[src/rtl/io_bus_pkg.sv]
// Shared types and constants for the IO bus initiator.
// Command word layout, GPIO opcodes and FSM state encoding.
package io_bus_pkg;

  typedef enum logic [1:0] {
    IDLE,
    ISSUE,
    WAIT_RESP,
    WRITEBACK
  } state_t;

  localparam logic [2:0] WriteBit   = 3'd0;
  localparam logic [2:0] SetBit     = 3'd1;
  localparam logic [2:0] ClearBit   = 3'd2;
  localparam logic [2:0] ReadStatus = 3'd3;
  localparam logic [2:0] ToggleBit  = 3'd4;
  localparam logic [2:0] ReadBit    = 3'd5;
  localparam logic [2:0] ConfigDir  = 3'd6;
  localparam logic [2:0] PulseBit   = 3'd7;

  localparam int AddrMsb = 15;
  localparam int AddrLsb = 13;
  localparam int OpMsb   = 12;
  localparam int OpLsb   = 10;
  localparam int PayMsb  = 9;
  localparam int PayLsb  = 0;

  localparam logic [15:0] TimeoutData = 16'hFFFF;

  typedef struct packed {
    logic [3:0]  dest;
    logic [15:0] data;
    logic        err;
  } wb_t;

  function automatic logic [2:0] cmdOpcode(input logic [15:0] cmd);
    return cmd[OpMsb:OpLsb];
  endfunction

  function automatic logic [2:0] cmdAddr(input logic [15:0] cmd);
    return cmd[AddrMsb:AddrLsb];
  endfunction

endpackage

[src/rtl/io_timeout_counter.sv]
// Cycle counter for outstanding bus commands.
// termCount flags the last permitted busy cycle.
module io_timeout_counter #(
  parameter int unsigned LIMIT = 15
) (
  input  logic clk,
  input  logic async_rst_n,
  input  logic clear,
  input  logic enable,
  output logic termCount
);

  localparam logic [7:0] Last = 8'(LIMIT - 1);

  logic [7:0] count;

  always_ff @(posedge clk or negedge async_rst_n) begin
    if (!async_rst_n) begin
      count <= '0;
    end else if (clear) begin
      count <= '0;
    end else if (enable) begin
      count <= count + 8'd1;
    end
  end

  assign termCount = (count == Last);

endmodule

[src/rtl/io_bus_initiator.sv]
// Single-outstanding IO bus initiator with timeout abort
// and register-file writeback of responder data.
module io_bus_initiator
  import io_bus_pkg::*;
#(
  parameter int unsigned TIMEOUT_CYCLES = 15
) (
  input  logic        clk,
  input  logic        async_rst_n,
  input  logic        clk_en,
  input  logic        Cmd_Valid,
  output logic        Cmd_Ready,
  input  logic [15:0] Cmd_Data,
  input  logic [3:0]  Cmd_DestReg,
  input  logic        Cmd_ResponseRequested,
  output logic        IO_REQ,
  output logic        IO_CommandEn,
  output logic        IO_ResponseRequested,
  output logic [3:0]  IO_DestRegOut,
  output logic [15:0] IO_DataOut,
  input  logic        IO_ACK,
  input  logic        IO_CommandResponse,
  input  logic        IO_RegResponseFlag,
  input  logic        IO_MemResponseFlag,
  input  logic [3:0]  IO_DestRegIn,
  input  logic [15:0] IO_DataIn,
  output logic        WB_Valid,
  input  logic        WB_Ready,
  output logic [3:0]  WB_DestReg,
  output logic [15:0] WB_Data,
  output logic        WB_Error,
  output logic        Timeout_Flag,
  input  logic        Clear_Err
);

  state_t state, stateNext;

  logic [15:0] cmdQ;
  logic [3:0]  destQ;
  logic        respReqQ;
  wb_t         wbQ, wbNext;
  logic        wbLoad;
  logic        flagQ;

  logic accept, busy, respIn, wantWb;
  logic termCount, timeout;
  logic unusedMem;

  // Memory responses never produce a writeback.
  assign unusedMem = IO_MemResponseFlag;

  assign accept = Cmd_Ready && Cmd_Valid;
  assign busy   = (state == ISSUE) || (state == WAIT_RESP);
  assign wantWb = IO_RegResponseFlag && respReqQ;

  assign respIn =
    ((state == ISSUE) && IO_ACK && IO_CommandResponse) ||
    ((state == WAIT_RESP) && IO_CommandResponse);

  assign timeout = busy && termCount && !respIn;

  io_timeout_counter #(
    .LIMIT(TIMEOUT_CYCLES)
  ) uTimeout (
    .clk        (clk),
    .async_rst_n(async_rst_n),
    .clear      (accept),
    .enable     (clk_en && busy),
    .termCount  (termCount)
  );

  always_comb begin
    stateNext = state;
    wbLoad    = 1'b0;
    wbNext    = wbQ;
    if (clk_en) begin
      unique case (state)
        IDLE: begin
          if (accept) stateNext = ISSUE;
        end
        ISSUE, WAIT_RESP: begin
          if (respIn) begin
            stateNext = wantWb ? WRITEBACK : IDLE;
            wbLoad    = wantWb;
            wbNext    = '{dest: IO_DestRegIn,
                          data: IO_DataIn,
                          err:  1'b0};
          end else if (termCount) begin
            stateNext = respReqQ ? WRITEBACK : IDLE;
            wbLoad    = respReqQ;
            wbNext    = '{dest: destQ,
                          data: TimeoutData,
                          err:  1'b1};
          end else if ((state == ISSUE) && IO_ACK) begin
            stateNext = WAIT_RESP;
          end
        end
        WRITEBACK: begin
          if (WB_Ready) stateNext = IDLE;
        end
        default: stateNext = IDLE;
      endcase
    end
  end

  always_ff @(posedge clk or negedge async_rst_n) begin
    if (!async_rst_n) begin
      state <= IDLE;
    end else begin
      state <= stateNext;
    end
  end

  always_ff @(posedge clk or negedge async_rst_n) begin
    if (!async_rst_n) begin
      cmdQ     <= '0;
      destQ    <= '0;
      respReqQ <= 1'b0;
      wbQ      <= '0;
      flagQ    <= 1'b0;
    end else begin
      if (accept) begin
        cmdQ     <= Cmd_Data;
        destQ    <= Cmd_DestReg;
        respReqQ <= Cmd_ResponseRequested;
      end
      if (wbLoad) wbQ <= wbNext;
      // A fresh timeout outranks a pending clear.
      if (clk_en) begin
        if (timeout) flagQ <= 1'b1;
        else if (Clear_Err) flagQ <= 1'b0;
      end
    end
  end

  assign Cmd_Ready            = (state == IDLE) && clk_en;
  assign IO_REQ               = (state == ISSUE);
  assign IO_CommandEn         = (state == ISSUE);
  assign IO_ResponseRequested = (state == ISSUE) && respReqQ;
  assign IO_DestRegOut        = destQ;
  assign IO_DataOut           = cmdQ;
  assign WB_Valid             = (state == WRITEBACK);
  assign WB_DestReg           = wbQ.dest;
  assign WB_Data              = wbQ.data;
  assign WB_Error             = wbQ.err;
  assign Timeout_Flag         = flagQ;

endmodule

[config.mk]
export PLATFORM = sky130hd
export DESIGN_NAME = io_bus_initiator
export DESIGN_NICKNAME = d
export VERILOG_FILES = /design/src/rtl/io_bus_pkg.sv /design/src/rtl/io_timeout_counter.sv /design/src/rtl/io_bus_initiator.sv
export SDC_FILE = /design/constraint.sdc
export NUM_CORES = 1
export LEC_CHECK = 0
export ABC_AREA = 0
export BUFFER_PORTS_ARGS = -buffer_cell sky130_fd_sc_hd__clkbuf_2
export CAP_MARGIN = 40
export CORE_ASPECT_RATIO = 0.6
export CORE_MARGIN = 5
export CORE_UTILIZATION = 48
export CTS_CLUSTER_DIAMETER = 200
export DETAILED_ROUTE_END_ITERATION = 6
export PLACE_DENSITY = 0.79
export SETUP_SLACK_MARGIN = 0.1
export SLEW_MARGIN = 5
export SYNTH_ARGS = -nofsm -noshare
export SYNTH_HDL_FRONTEND = slang
export SYNTH_SLANG_ARGS = --single-unit
[constraint.sdc]
create_clock -name clk -period 2.2 [get_ports clk]
set_input_delay 0.11 -clock clk [delete_from_list [all_inputs] [get_ports clk]]
set_output_delay 0.11 -clock clk [all_outputs]
set_load 0.01 [all_outputs]
; ---- Word level (Yosys, flattened, before mapping)
; Index checks and enable logic that the tools add are counted.
[classes]
n_eq_ne = 7
reduce_logical = 21
addsub = 1
mux = 18
[ops]
columns = operator, n
row1 = two-way mux 21 bit, 2
row2 = two-way mux 8 bit, 2
row3 = two-way mux 2 bit, 7
row4 = logical AND 1 bit, 10
row5 = "adder 8 x 1 -> 8 bit, second input constant", 1
row6 = "== test 8 x 4 -> 1 bit, second input constant", 1
row7 = AND reduction 4 bit, 2
row8 = two-way mux 1 bit, 6
row9 = one-hot mux 2 bit (3 select lines), 1
row10 = nonzero test 2 bit, 3
row11 = "== test 2 bit, second input constant", 2
row12 = "!= test 4 bit, second input constant", 1
row13 = "== test 2 x 1 -> 1 bit, second input constant", 1
row14 = zero test 2 bit, 1
row15 = logical OR 1 bit, 2
row16 = "!= test 2 x 1 -> 1 bit, second input constant", 1
row17 = "!= test 2 bit, second input constant", 1
row18 = AND reduction 2 bit, 1
row19 = OR reduction 2 bit, 1
row20 = zero test 1 bit, 1
[totals]
ff_bits = 53
out_inout_bits = 47
input_bits = 51

; ---- Logic depth before layout (Yosys ltp)
; Gate-level depths: netlist of run 1.
[depth]
depth_word = 8
depth_mapped = 8
depth_no_buf = 7

; ---- Hierarchy
; From an unflattened synthesis of run 1, not the netlist that was laid out.
[hier_totals]
hier_cells = 185
area_unflattened_um2 = 2324.7
[modules_own_cells]
columns = module, cells_per_inst, instances, area_per_inst_um2, seq_area_each_um2
row1 = io_bus_initiator, 143, 1, 1898.1, 1126.1
row2 = io_timeout_counter, 42, 1, 426.7, 200.2

; ---- Worst setup path before layout of run 1
; No wires, ideal clock.
[synth_timing]
path_type = register -> register
from = register uTimeout.count[5]
to = register state[0]
setup_slack_ns = 0.357
synth_period_minus_slack_ns = 1.843
stages_incl_launch_ff = 5
setup_time_ns = 0.125
t_arrival_ns = 1.718
path_cell_list = dfrtp_1 or4_4 or2_1 a31o_2 mux2_4
[synth_via]
elab_chain_len = 4
word_cells_on_any_way = 6
[synth_lines]
columns = element, line_no
row1 = "start, declared", io_timeout_counter.sv:15  ; logic [7:0] count;
row2 = "start signal, assigned", io_timeout_counter.sv:23  ; count <= count + 8'd1;
row3 = == test 8 x 4 -> 1 bit (*), io_timeout_counter.sv:27  ; assign termCount = (count == Last);
row4 = two-way mux 2 bit, io_bus_initiator.sv:88  ; end else if (termCount) begin
row5 = two-way mux 2 bit, io_bus_initiator.sv:82  ; if (respIn) begin
row6 = one-hot mux 2 bit (3 select lines), io_bus_initiator.sv:77  ; unique case (state)
row7 = "end signal, assigned", io_bus_initiator.sv:110  ; state <= stateNext;
row8 = "end, declared", io_bus_initiator.sv:36  ; state_t state, stateNext;
; Mark *: on every way between the ends. The rest lies on a longest branch, timed or not.
; A chain may end at the register's enable or synchronous reset.

; ---- Final worst setup path of run 1
[layout_timing]
from = register uTimeout.count[5]
to = register wbQ, in the netlist WB_Data[12]
[layout_via]
elab_chain_len = 6
word_cells_on_any_way = 7
[layout_lines]
columns = element, line_no
row1 = == test 8 x 4 -> 1 bit (*), io_timeout_counter.sv:27
row2 = two-way mux 1 bit, io_bus_initiator.sv:88
row3 = two-way mux 1 bit, io_bus_initiator.sv:82
row4 = two-way mux 1 bit, io_bus_initiator.sv:77
row5 = two-way mux 1 bit, io_bus_initiator.sv:76  ; if (clk_en) begin
row6 = AND reduction 4 bit (no source line) (*), --
row7 = "end signal, assigned", io_bus_initiator.sv:127  ; if (wbLoad) wbQ <= wbNext;
row8 = "end, declared", io_bus_initiator.sv:41  ; wb_t wbQ, wbNext;
; Marks and branches as above.

==> results of run 1 <==
-- sequential cells by signal (all words and copies together) (netlist names) --
signal	cells
IO_DataOut	16
IO_DestRegOut	4
Timeout_Flag	1
WB_Data	16
WB_DestReg	4
WB_Error	1
respReqQ	1
state	2
uTimeout.count	8
-- stage by stage --
step	setup WS [ps]	hold WS [ps]	instances	instance area, sq um	util, %
finish	223	6.31	438	3320	65.9
global route	101	1.59	438	3320	65.9
CTS	218	0.0136	437	3310	65.7
detailed placement	232	179	411	3030	60.2
global placement	278	167	411	3030	60.2
floorplan	357	-186	256	2480	-
-- per-layer routing --
layer | track usage, % | wire, um
met1 | 23.6 | 2580
met2 | 29.3 | 2620
met3 | 5.83 | 519
met4 | 3.88 | 63
met5 | 0 | 0
-- cell families after synthesis --
logic type | Yosys count
and+or+nand+nor | 131
DFF | 53
AOI/OAI and AO/OA | 33
buffers and inverters | 20
xor gates and xnor gates | 7
muxes | 6
adders and majority gates | 6
-- repair_timing --
action                    CTS  global route
hold endpoints to repair   41             1
hold buffers               18             1
buffers inserted            0             0
-- critical path: stages, from the launching register on --
cell      delay, ps
dfrtp_1         430
or4_4           570
a211oi_4        330
o211a_4         250
buf_12          170
nor2_1           60
a21oi_2         100
-- layout by cell type (no fill, tap or decap), types with 2 or more instances in the layout --
cell / instances
o21ai_0: 2
mux2i_1: 5
buf_4: 3
a21oi_1: 2
xor2_1: 6
clkbuf_2: 96
clkbuf_8: 6
buf_12: 3
nand4_1: 2
nor2_1: 45
ha_1: 6
and2_1: 4
dlygate4sd3_1: 19
inv_1: 7
and3_1: 3
nand2_1: 70
a21oi_2: 20
o211ai_1: 2
nand3_1: 4
dfrtp_1: 53
-- how the worst max path moves through the flow --
stage	start	end	slack (ps)	cells past startpoint
global placement	uTimeout.count[5]	WB_Data[12]	280	6
finish	uTimeout.count[5]	WB_Data[12]	220	6
CTS	uTimeout.count[5]	WB_Data[7]	220	6
global route	state[1]	WB_Data[8]	100	8
detailed placement	uTimeout.count[5]	WB_Data[7]	230	6
floorplan	uTimeout.count[5]	state[0]	360	4
-- layout make-up --
| class | count | area (sq um) | share of cell area (%) |
|---|---|---|---|
| inverters | 7 | 26.3 | 0.792 |
| clock buffers | 6 | 82.6 | 2.49 |
| multi-input cells | 183 | 1030 | 31.0 |
| repair buffers | 121 | 753 | 22.7 |
| clock inverters | 2 | 16.3 | 0.491 |
| well taps | 66 | 82.6 | 2.49 |
| flip-flops and latches | 53 | 1330 | 40.0 |
-- power groups by stage --
stage               clock network, mW  logic (mW)  registers, mW
finish                          0.575        1.44           1.57
global route                    0.643        1.61           1.63
CTS                             0.597        1.46           1.58
detailed placement                  0        1.43           1.59
global placement                    0        1.39           1.57
floorplan                           0       0.736           1.70
==> metrics.yaml, run 1 <==
synthesis:
  synth_xor_area_share_pct: 2.47
  synthSimpleGateAreaFrac_pct: 21.6
  synth_edf_count: 0
  synthesis.instances: 256
  synth.area.mux_share_pct: 2.63
  synth_compound_area_share_pct: 11.8
  yosys.area_share.adder_pct: 3.03
  ys_top_cells_by_area: "dfrtp_1, nand2_1, a21oi_2"
  synth_top_area_share_pct: 53.5
  synth-seq-area-share_pct: 53.5
  async_reset_ff_share_pct: 100
  syn_area_sq_um: 2480
  ys_types: 32
  synth.most_common_cell: "nand2_1"
  synth_top_family_by_area: "simple AND/OR/NAND/NOR gates"
  synth_warnings: 0
  synth_top_area_cell: "dfrtp_1"
  syn_avg_cell_area_sq_um: 9.68
  yosys_most_used_dff: "dfrtp_1"
  synthTopCellsByCount: "nand2_1, dfrtp_1, nor2_1"
  ys_seq_elements: 53
  synth.net_count: 313
cts:
  cts_made_buffers: 5
  ctsResizeCount: 0
  clk_path_buf_depth: 2
  cts_tree: "built"
  cts.htree.levels: 2
  clk_pin_slew_ps: 100
  clock_latency_ps: 300
  cts.sinks: 53
  root_buffer: "clkbuf_8"
timing:
  slew_headroom_pct: 54.7
  timing.fmax_ghz: 0.506
  setup_viol_count_final: 0
  finalClockSkew_ps: 10.9
  grt_setup_unrepaired: "no"
  setup_tns_ps: 0
  finalWorstPathRequiredPeriod_ps: 1980
  worst_slew_pin_slew_ps: 679
  slew_viol_final: 0
  finalCritPeriodShare_pct: 89.9
  hold_viol: 0
critical_path:
  arrival_ps: 2200
  start_kind: "flop"
  reg2reg_depth: 6
  reg2reg_to: "WB_Data[12]"
  worstPathRequired_ps: 2430
  rr_startpoint: "uTimeout.count[5]"
  ff2ff_setup_slack_ps: 220
  crit_path_end_kind: "flop"
  crit_fanout: 22
  critPathKind: "flop to flop"
power_and_ir_drop:
  p_leak_nw: 1.80
  peakVddDrop_v: 0.000612
  combPwrFrac_pct: 40.1
  p_seq_share_pct: 43.8
  internal_power_mw: 2.21
  power.density_nw_per_um2: 1080
  p_sw_mw: 1.38
  clkPwrFrac_pct: 16.0
  fin_total_pwr_mw: 3.59
  sw_frac_of_total_pct: 38.4
global_route:
  antenna_found_initial: 0
  grt_pass1_vias: 2055
  grt_pass1_wl_um: 9540
  grt_max_degree: 30
  grt_usage_pct: 18.0
  overflow: 0
min_path:
  hp-class: "input port to flop"
  min-delay-start: "Cmd_DestReg[1]"
  hold_end: "IO_DestRegOut[1]"
  worstHoldPathCells: 3
placed_design:
  dp_hpwl_um: 4160
  place_congestion: 0.779
  portBuffers: 96
run:
  maxCapViolations: 0
drt:
  drc: 0
  totalWireLength_um: 5780
  routedWlPerCell_um: 13.2
  drt_iter0_drc: 36
  first_pass_iters: 4
  vias: 2095
  postRouteAntennaNets: 0
  vias_per_cell: 4.78
layout:
  nets: 428
  layout-drive-gt1-share_pct: 36.6
  fillers: 428
  syn_to_final_growth_pct: 33.8
  antenna_cells: 0
die:
  initial_core_util_pct: 49.3
  core_sq_um: 5030
  row_count: 20
  io_pins: 98
  die_h_um: 65.7
  dieArea_sq_um: 6750
  die_x_um: 103
run_status:
  status: "completed"
Note: power is estimated with default switching activity, not from simulation.
==> run 2, diff against run 1 <==
--- a/config.mk
+++ b/config.mk
@@ -9,7 +9,6 @@
 export BUFFER_PORTS_ARGS = -buffer_cell sky130_fd_sc_hd__clkbuf_2
 export CAP_MARGIN = 40
 export CORE_ASPECT_RATIO = 0.6
-export CORE_MARGIN = 5
 export CORE_UTILIZATION = 48
 export CTS_CLUSTER_DIAMETER = 200
 export DETAILED_ROUTE_END_ITERATION = 6
==> constraint.sdc (replaced) <==
create_clock -name clk -period 2.1 [get_ports clk]
set_input_delay 0.105 -clock clk [delete_from_list [all_inputs] [get_ports clk]]
set_output_delay 0.105 -clock clk [all_outputs]
set_load 0.01 [all_outputs]
==> metrics.yaml, run 2 (synthesized netlist as in run 1, its figures left out) <==
run_status:
  status: "completed"
timing:
  fin_ws_ps: 185  # -38.2 ps
  grt_setup_unrepaired: "yes"
  slew_headroom_pct: 64.4  # +9.7 points
  finalWorstPathRequiredPeriod_ps: 1920  # -61.8 ps
  hold_viol: 0  # unchanged
  finalClockSkew_ps: 10.8  # -0.0493 ps
  worst_slew_pin_slew_ps: 534  # -145 ps
  setup_viol_count_final: 0  # unchanged
  finalCritPeriodShare_pct: 91.2  # +1.3 points
  slew_viol_final: 0  # unchanged
  timing.fmax_ghz: 0.522  # +3.2%
  setup_tns_ps: 0  # unchanged
die:
  die_x_um: 94.7  # -7.8%
  row_count: 19  # -5.0%
  dieArea_sq_um: 5460  # -19%
  io_pins: 98  # unchanged
  initial_core_util_pct: 52.1  # +2.9 points
  die_h_um: 57.7  # -12%
  core_sq_um: 4750  # -5.5%
min_path:
  hp-class: "input port to flop"
drt:
  drc: 0  # unchanged
  postRouteAntennaNets: 0  # unchanged
  routedWlPerCell_um: 12.9  # -2.0%
  drt_iter0_drc: 83  # +130%
  totalWireLength_um: 5710  # -1.3%
  vias: 2119  # +1.1%
  vias_per_cell: 4.80  # +0.46%
  first_pass_iters: 5  # +1
global_route:
  grt_pass1_vias: 2070  # +0.73%
  grt_max_degree: 44  # +47%
  grt_pass1_wl_um: 9550  # about the same
  grt_usage_pct: 23.1  # +5.0 points
  overflow: 0  # unchanged
  antenna_found_initial: 0  # unchanged
run:
  maxCapViolations: 0  # unchanged
layout:
  layout_commonest_cell: "clkbuf_2"
  final_core_util_pct: 70.6  # +4.7 points
  layout_common_cells: "clkbuf_2, nand2_1, dfrtp_1, nor2_1, a21oi_2"
  fillers: 361  # -16%
  layout-drive-gt1-share_pct: 38.1  # +1.5 points
  syn_to_final_growth_pct: 35.6
  antenna_cells: 0  # unchanged
  final_area_sq_um: 3360  # +1.3%
  nets: 434  # +1.4%
critical_path:
  arrival_ps: 2130  # -70 ps
  start_kind: "flop"
  ff2ff_setup_slack_ps: 180  # -40 ps
  crit_path_end_kind: "flop"
  crit_fanout: 18  # -18%
  crit_path_max_incr_delay_ps: 410  # -160 ps
  crit_family: "compound AO/OA/AOI/OAI gates"
  worstPathRequired_ps: 2310  # -120 ps
  critPathKind: "flop to flop"
  crit_buf_inv: 2  # +1
  cp_slowest_cell: "dfrtp_1"
  crit_chain: "buf_4 -> ha_1 -> a21o_1 -> and3_1 -> o211a_4 -> buf_12 -> nor2_1 -> a21oi_2"
cts:
  root_buffer: "clkbuf_8"
  cts_made_buffers: 5  # unchanged
  cts_tree: "built"
  cts.htree.levels: 2  # unchanged
  clock_latency_ps: 320  # +20 ps
  clk_pin_slew_ps: 100  # about the same
  cts.sinks: 53  # unchanged
  clk_path_buf_depth: 2  # unchanged
placed_design:
  pre_cts_ws_ps: 163  # -69.5 ps
  place_area_sq_um: 3040  # +0.37%
  place_congestion: 0.774  # -0.64%
  dp_hpwl_um: 3910  # -6.0%
  portBuffers: 96  # unchanged
power_and_ir_drop:
  power.density_nw_per_um2: 1140  # +5.1%
  peakVddDrop_v: 0.000766  # +25%
  p_leak_nw: 1.83  # +1.5%
[run 2: cell types whose count changed in the layout (fill, tap and decap cells not counted), sizes merged]
cell / delta
buf: +6
clkbuf: -1
clkinvlp: +1
[run 2: worst register-to-register path, delay by kind of cell, from the launching register on]
kind | cells | cell delay [ps]
adder cells (fa/ha/maj) | 1 | 180
flip-flops | 1 | 410
AO/OA/AOI/OAI | 3 | 560
AND/OR/NAND/NOR | 2 | 350
buffers and inverters | 2 | 320
[run 2: report_power, final]
part / total (mW) / switching, mW / internal (mW)
combinational: 1.55 / 0.858 / 0.695
sequential: 1.67 / 0.276 / 1.39
clock: 0.602 / 0.359 / 0.243
[run 2: final cells by class]
class	instances	area (sq um)	share of cell area, %
inverter	7	26.3	0.782
clock inverter	3	26.3	0.782
multi-input combinational	183	1030	30.8
sequential	53	1330	39.5
clock buffer	5	68.8	2.05
tap	63	78.8	2.35
timing repair buffer	127	798	23.8
[run 2: per-layer routing]
layer | track usage (%) | wire length, um
met1 | 31.8 | 2650
met2 | 36.6 | 2620
met3 | 6.43 | 389
met4 | 5.84 | 55
met5 | 0 | 0
[run 2: path summary, 6_finish.rpt]
path / startpoint / to / cells past startpoint
setup reg to reg: state[1] / WB_Data[13] / 8
setup / recovery: state[1] / WB_Data[13] / 8
hold reg to reg: IO_DataOut[10] / IO_DataOut[10] / 2
min in group asynchronous: async_rst_n / state[1] / 2
max in group asynchronous: async_rst_n / IO_DataOut[6] / 3
hold / removal: Cmd_DestReg[3] / IO_DestRegOut[3] / 3
[run 2: per-stage QoR]
| stage | power (mW) | instances | hold WS [ps] |
|---|---|---|---|
| 2_1_floorplan | 2.55 | 256 | -191 |
| 3_3_place_gp | 3.11 | 410 | -5.84 |
| 3_5_place_dp | 3.18 | 410 | -4.85 |
| 4_1_cts | 3.81 | 437 | 0.266 |
| 5_1_grt | 4.12 | 441 | 20.2 |
| 6_report | 3.82 | 441 | 1.22 |
[run 2: what timing repair did]
item                       CTS  global route
buffers inserted             0             4
hold buffers                19             0
hold endpoints to repair    28             0
gates resized for setup      0             2
setup endpoints to repair    0            17
==> run 3, diff against run 2 <==
--- a/config.mk
+++ b/config.mk
@@ -5,12 +5,12 @@
 export SDC_FILE = /design/constraint.sdc
 export NUM_CORES = 1
 export LEC_CHECK = 0
-export ABC_AREA = 0
+export ABC_AREA = 1
 export BUFFER_PORTS_ARGS = -buffer_cell sky130_fd_sc_hd__clkbuf_2
 export CAP_MARGIN = 40
 export CORE_ASPECT_RATIO = 0.6
 export CORE_UTILIZATION = 48
-export CTS_CLUSTER_DIAMETER = 200
+export CTS_CLUSTER_DIAMETER = 60
 export DETAILED_ROUTE_END_ITERATION = 6
 export PLACE_DENSITY = 0.79
 export SETUP_SLACK_MARGIN = 0.1
==> metrics.yaml, run 3 <==
layout:
  layout_common_cells: "nand2_1, clkbuf_2, dfrtp_1, nor2_1"
  stdcell_count: 477  # +8.2%
  layout_commonest_cell: "nand2_1"
  final_core_util_pct: 68.6  # -2.1 points
  layout-drive-gt1-share_pct: 29.7  # -8.4 points
  seqCellArea_sq_um: 1330  # unchanged
  nets: 471  # +8.5%
  syn_to_final_growth_pct: 32.8
  multi_input_area_sq_um: 972  # -5.9%
  antenna_cells: 0  # unchanged
  fillers: 418  # +16%
critical_path:
  reg2reg_depth: 11  # +3
  crit_path_end_kind: "flop"
  rr_startpoint: "state[1]"
  reg2reg_to: "WB_Data[10]"
  crit_fanout: 38  # +20
  ff2ff_setup_slack_ps: 320  # +130 ps
  critPathKind: "flop to flop"
  arrival_ps: 2010  # -120 ps
  start_kind: "flop"
  worstPathRequired_ps: 2330  # +20 ps
cts:
  cts.sinks: 53  # unchanged
  root_buffer: "clkbuf_8"
  cts_tree: "built"
  cts_made_buffers: 5  # unchanged
  postCtsSetupRepairBufs: 0  # unchanged
  clk_pin_slew_ps: 90  # about the same
  cts.htree.levels: 2  # unchanged
  clock_latency_ps: 300  # -20 ps
  clk_path_buf_depth: 2  # unchanged
timing:
  slew_viol_final: 0  # unchanged
  grt_setup_unrepaired: "no"
  hold_viol: 0  # unchanged
  slew_headroom_pct: 56.3  # -8.1 points
  timing.fmax_ghz: 0.561  # +7.4%
  finalClockSkew_ps: 5.35  # -5.47 ps
  worst_slew_pin_slew_ps: 655  # +121 ps
  finalCritPeriodShare_pct: 84.9  # -6.3 points
  setup_viol_count_final: 0  # unchanged
  finalWorstPathRequiredPeriod_ps: 1780  # -132 ps
  hold_ws_ps: 3.67  # +2.45 ps
  setup_tns_ps: 0  # unchanged
power_and_ir_drop:
  clkPwrFrac_pct: 14.3  # -1.5 points
  internal_power_mw: 2.42  # +3.8%
  combPwrFrac_pct: 42.6  # +2.0 points
  fin_total_pwr_mw: 4.03  # +5.6%
  p_sw_mw: 1.62  # +8.3%
  peakVddDrop_v: 0.000817  # +6.7%
  p_seq_share_pct: 43.1  # -0.5 points
  sw_frac_of_total_pct: 40.1  # +1.0 points
  power.density_nw_per_um2: 1240  # +9.3%
  p_leak_nw: 1.89  # +3.6%
global_route:
  grt_max_degree: 54  # +23%
  grt_pass1_wl_um: 9400  # -1.5%
  grt_usage_pct: 22.6  # -0.50 points
  antenna_found_initial: 0  # unchanged
  overflow: 0  # unchanged
  grt_pass1_vias: 2141  # +3.4%
synthesis:
  syn_area_sq_um: 2440  # -1.4%
  synth_compound_area_share_pct: 7.01  # -4.8 points
  synth_top_area_cell: "dfrtp_1"
  ys_types: 23  # -28%
  ys_seq_elements: 53  # unchanged
  synth.net_count: 356  # +14%
  syn_avg_cell_area_sq_um: 8.17  # -16%
  ys_top_cells_by_area: "dfrtp_1, nand2_1, nor2_1"
  synth_warnings: 0  # unchanged
  yosys_most_used_dff: "dfrtp_1"
  synth_edf_count: 0  # unchanged
  synth-seq-area-share_pct: 54.3  # +0.74 points
  synthesis.instances: 299  # +17%
  async_reset_ff_share_pct: 100  # unchanged
  synth_top_area_share_pct: 54.3  # +0.74 points
  synthSimpleGateAreaFrac_pct: 29.7  # +8.1 points
  synthTopCellsByCount: "nand2_1, dfrtp_1, nor2_1"
  synth.most_common_cell: "nand2_1"
  synth.area.mux_share_pct: 0  # -2.6 points
  synth_xor_area_share_pct: 0  # -2.5 points
  yosys.area_share.adder_pct: 3.07  # +0.042 points
  synth_top_family_by_area: "simple AND/OR/NAND/NOR gates"
min_path:
  worstHoldPathCells: 3  # unchanged
  hp-class: "input port to flop"
  hold_end: "IO_DataOut[6]"
  min-delay-start: "Cmd_Data[6]"
drt:
  met3_length_um: 384  # -1.3%
  routedWlPerCell_um: 11.6  # -10%
  totalWireLength_um: 5530  # -3.2%
  vias_per_cell: 4.75  # -1.2%
  m1WireLength_um: 2670  # +1.0%
  first_pass_iters: 4  # -1
  postRouteAntennaNets: 0  # unchanged
  route.met2.wl_um: 2430  # -7.3%
  drt_iter0_drc: 96  # +16%
  top_layer: "met4"
  vias: 2264  # +6.8%
  drc: 0  # unchanged
run:
  maxCapViolations: 0  # unchanged
placed_design:
  dp_hpwl_um: 3920  # +0.32%
  dp_cells: 452  # +10%
  portBuffers: 96  # unchanged
  place_congestion: 0.864  # +12%
die:
  core_sq_um: 4730  # -0.50%
  initial_core_util_pct: 51.7  # -0.45 points
  io_pins: 98  # unchanged
  dieArea_sq_um: 5390  # -1.3%
  row_count: 19  # unchanged
  die_x_um: 94.1  # -0.67%
  die_h_um: 57.3  # -0.67%
run_status:
  status: "completed"
==> run 3: changes by cell type after synthesis, sizes merged, moves of 11 or more <==
cell / delta
a21oi: -17
inv: +11
nand2: +69
o21ai: +19
nor2: -15
==> run 3: area by class of cell <==
type,instances,area share [%]
multi-input combinational,216,30.0
clock inverter,1,0.231
sequential,53,40.9
timing repair buffer,120,21.9
tap,63,2.43
inverter,18,2.08
clock buffer,6,2.55
==> run 3: power groups by stage <==
stage          Combinational (mW)  Sequential (mW)  Clock [mW]
2_1_floorplan               0.890             1.88           0
3_3_place_gp                 1.65             1.73           0
3_5_place_dp                 1.70             1.75           0
4_1_cts                      1.73             1.74       0.592
5_1_grt                      1.96             1.79       0.637
6_report                     1.72             1.74       0.577
==> run 3: how the worst max path moves through the flow <==
stage             start          end  slack, ps  depth (start not counted)
3_5_place_dp   state[1]  WB_Data[10]        230                         11
6_report       state[1]  WB_Data[10]        320                         11
5_1_grt        state[1]  WB_Data[12]        100                         11
3_3_place_gp   state[0]   WB_Data[2]        270                          7
2_1_floorplan  state[1]  WB_Data[12]        480                         11
4_1_cts        state[1]  WB_Data[10]        200                         11
==> run 3: critical path, cell delays in order (launching register included) <==
cell,delay [ps]
dfrtp_1,430
inv_1,90
ha_1,210
nand2_1,100
nand2_1,90
nand3b_1,100
nand2_1,90
inv_1,70
nand3_2,60
buf_6,260
nand2_1,90
o21ai_1,90
==> run 3: cells by family after synthesis <==
family | Yosys count
adder cells (fa/ha/maj) | 6
AND/OR/NAND/NOR | 182
buffers and inverters | 30
AO/OA/AOI/OAI | 28
flip-flops | 53
==> run 3: per-layer routing <==
metal	track usage (%)	vias up
met4	5.27	0
met5	0	-
met3	5.33	5
met2	37.5	80
li1	-	1146
met1	30.3	1033
==> run 3: repair_timing <==
item	4_1_cts	5_1_grt
gates resized for setup	0	1
setup endpoints to repair	0	21
hold endpoints to repair	70	0
hold buffers	18	0
==> run 3: stage by stage <==
stage | setup WS (ps) | instance area, sq um
after global placement | 267 | 2970
after global routing | 102 | 3240
after CTS | 200 | 3240
after floorplan | 477 | 2440
final | 317 | 3240
after detailed placement | 226 | 2970
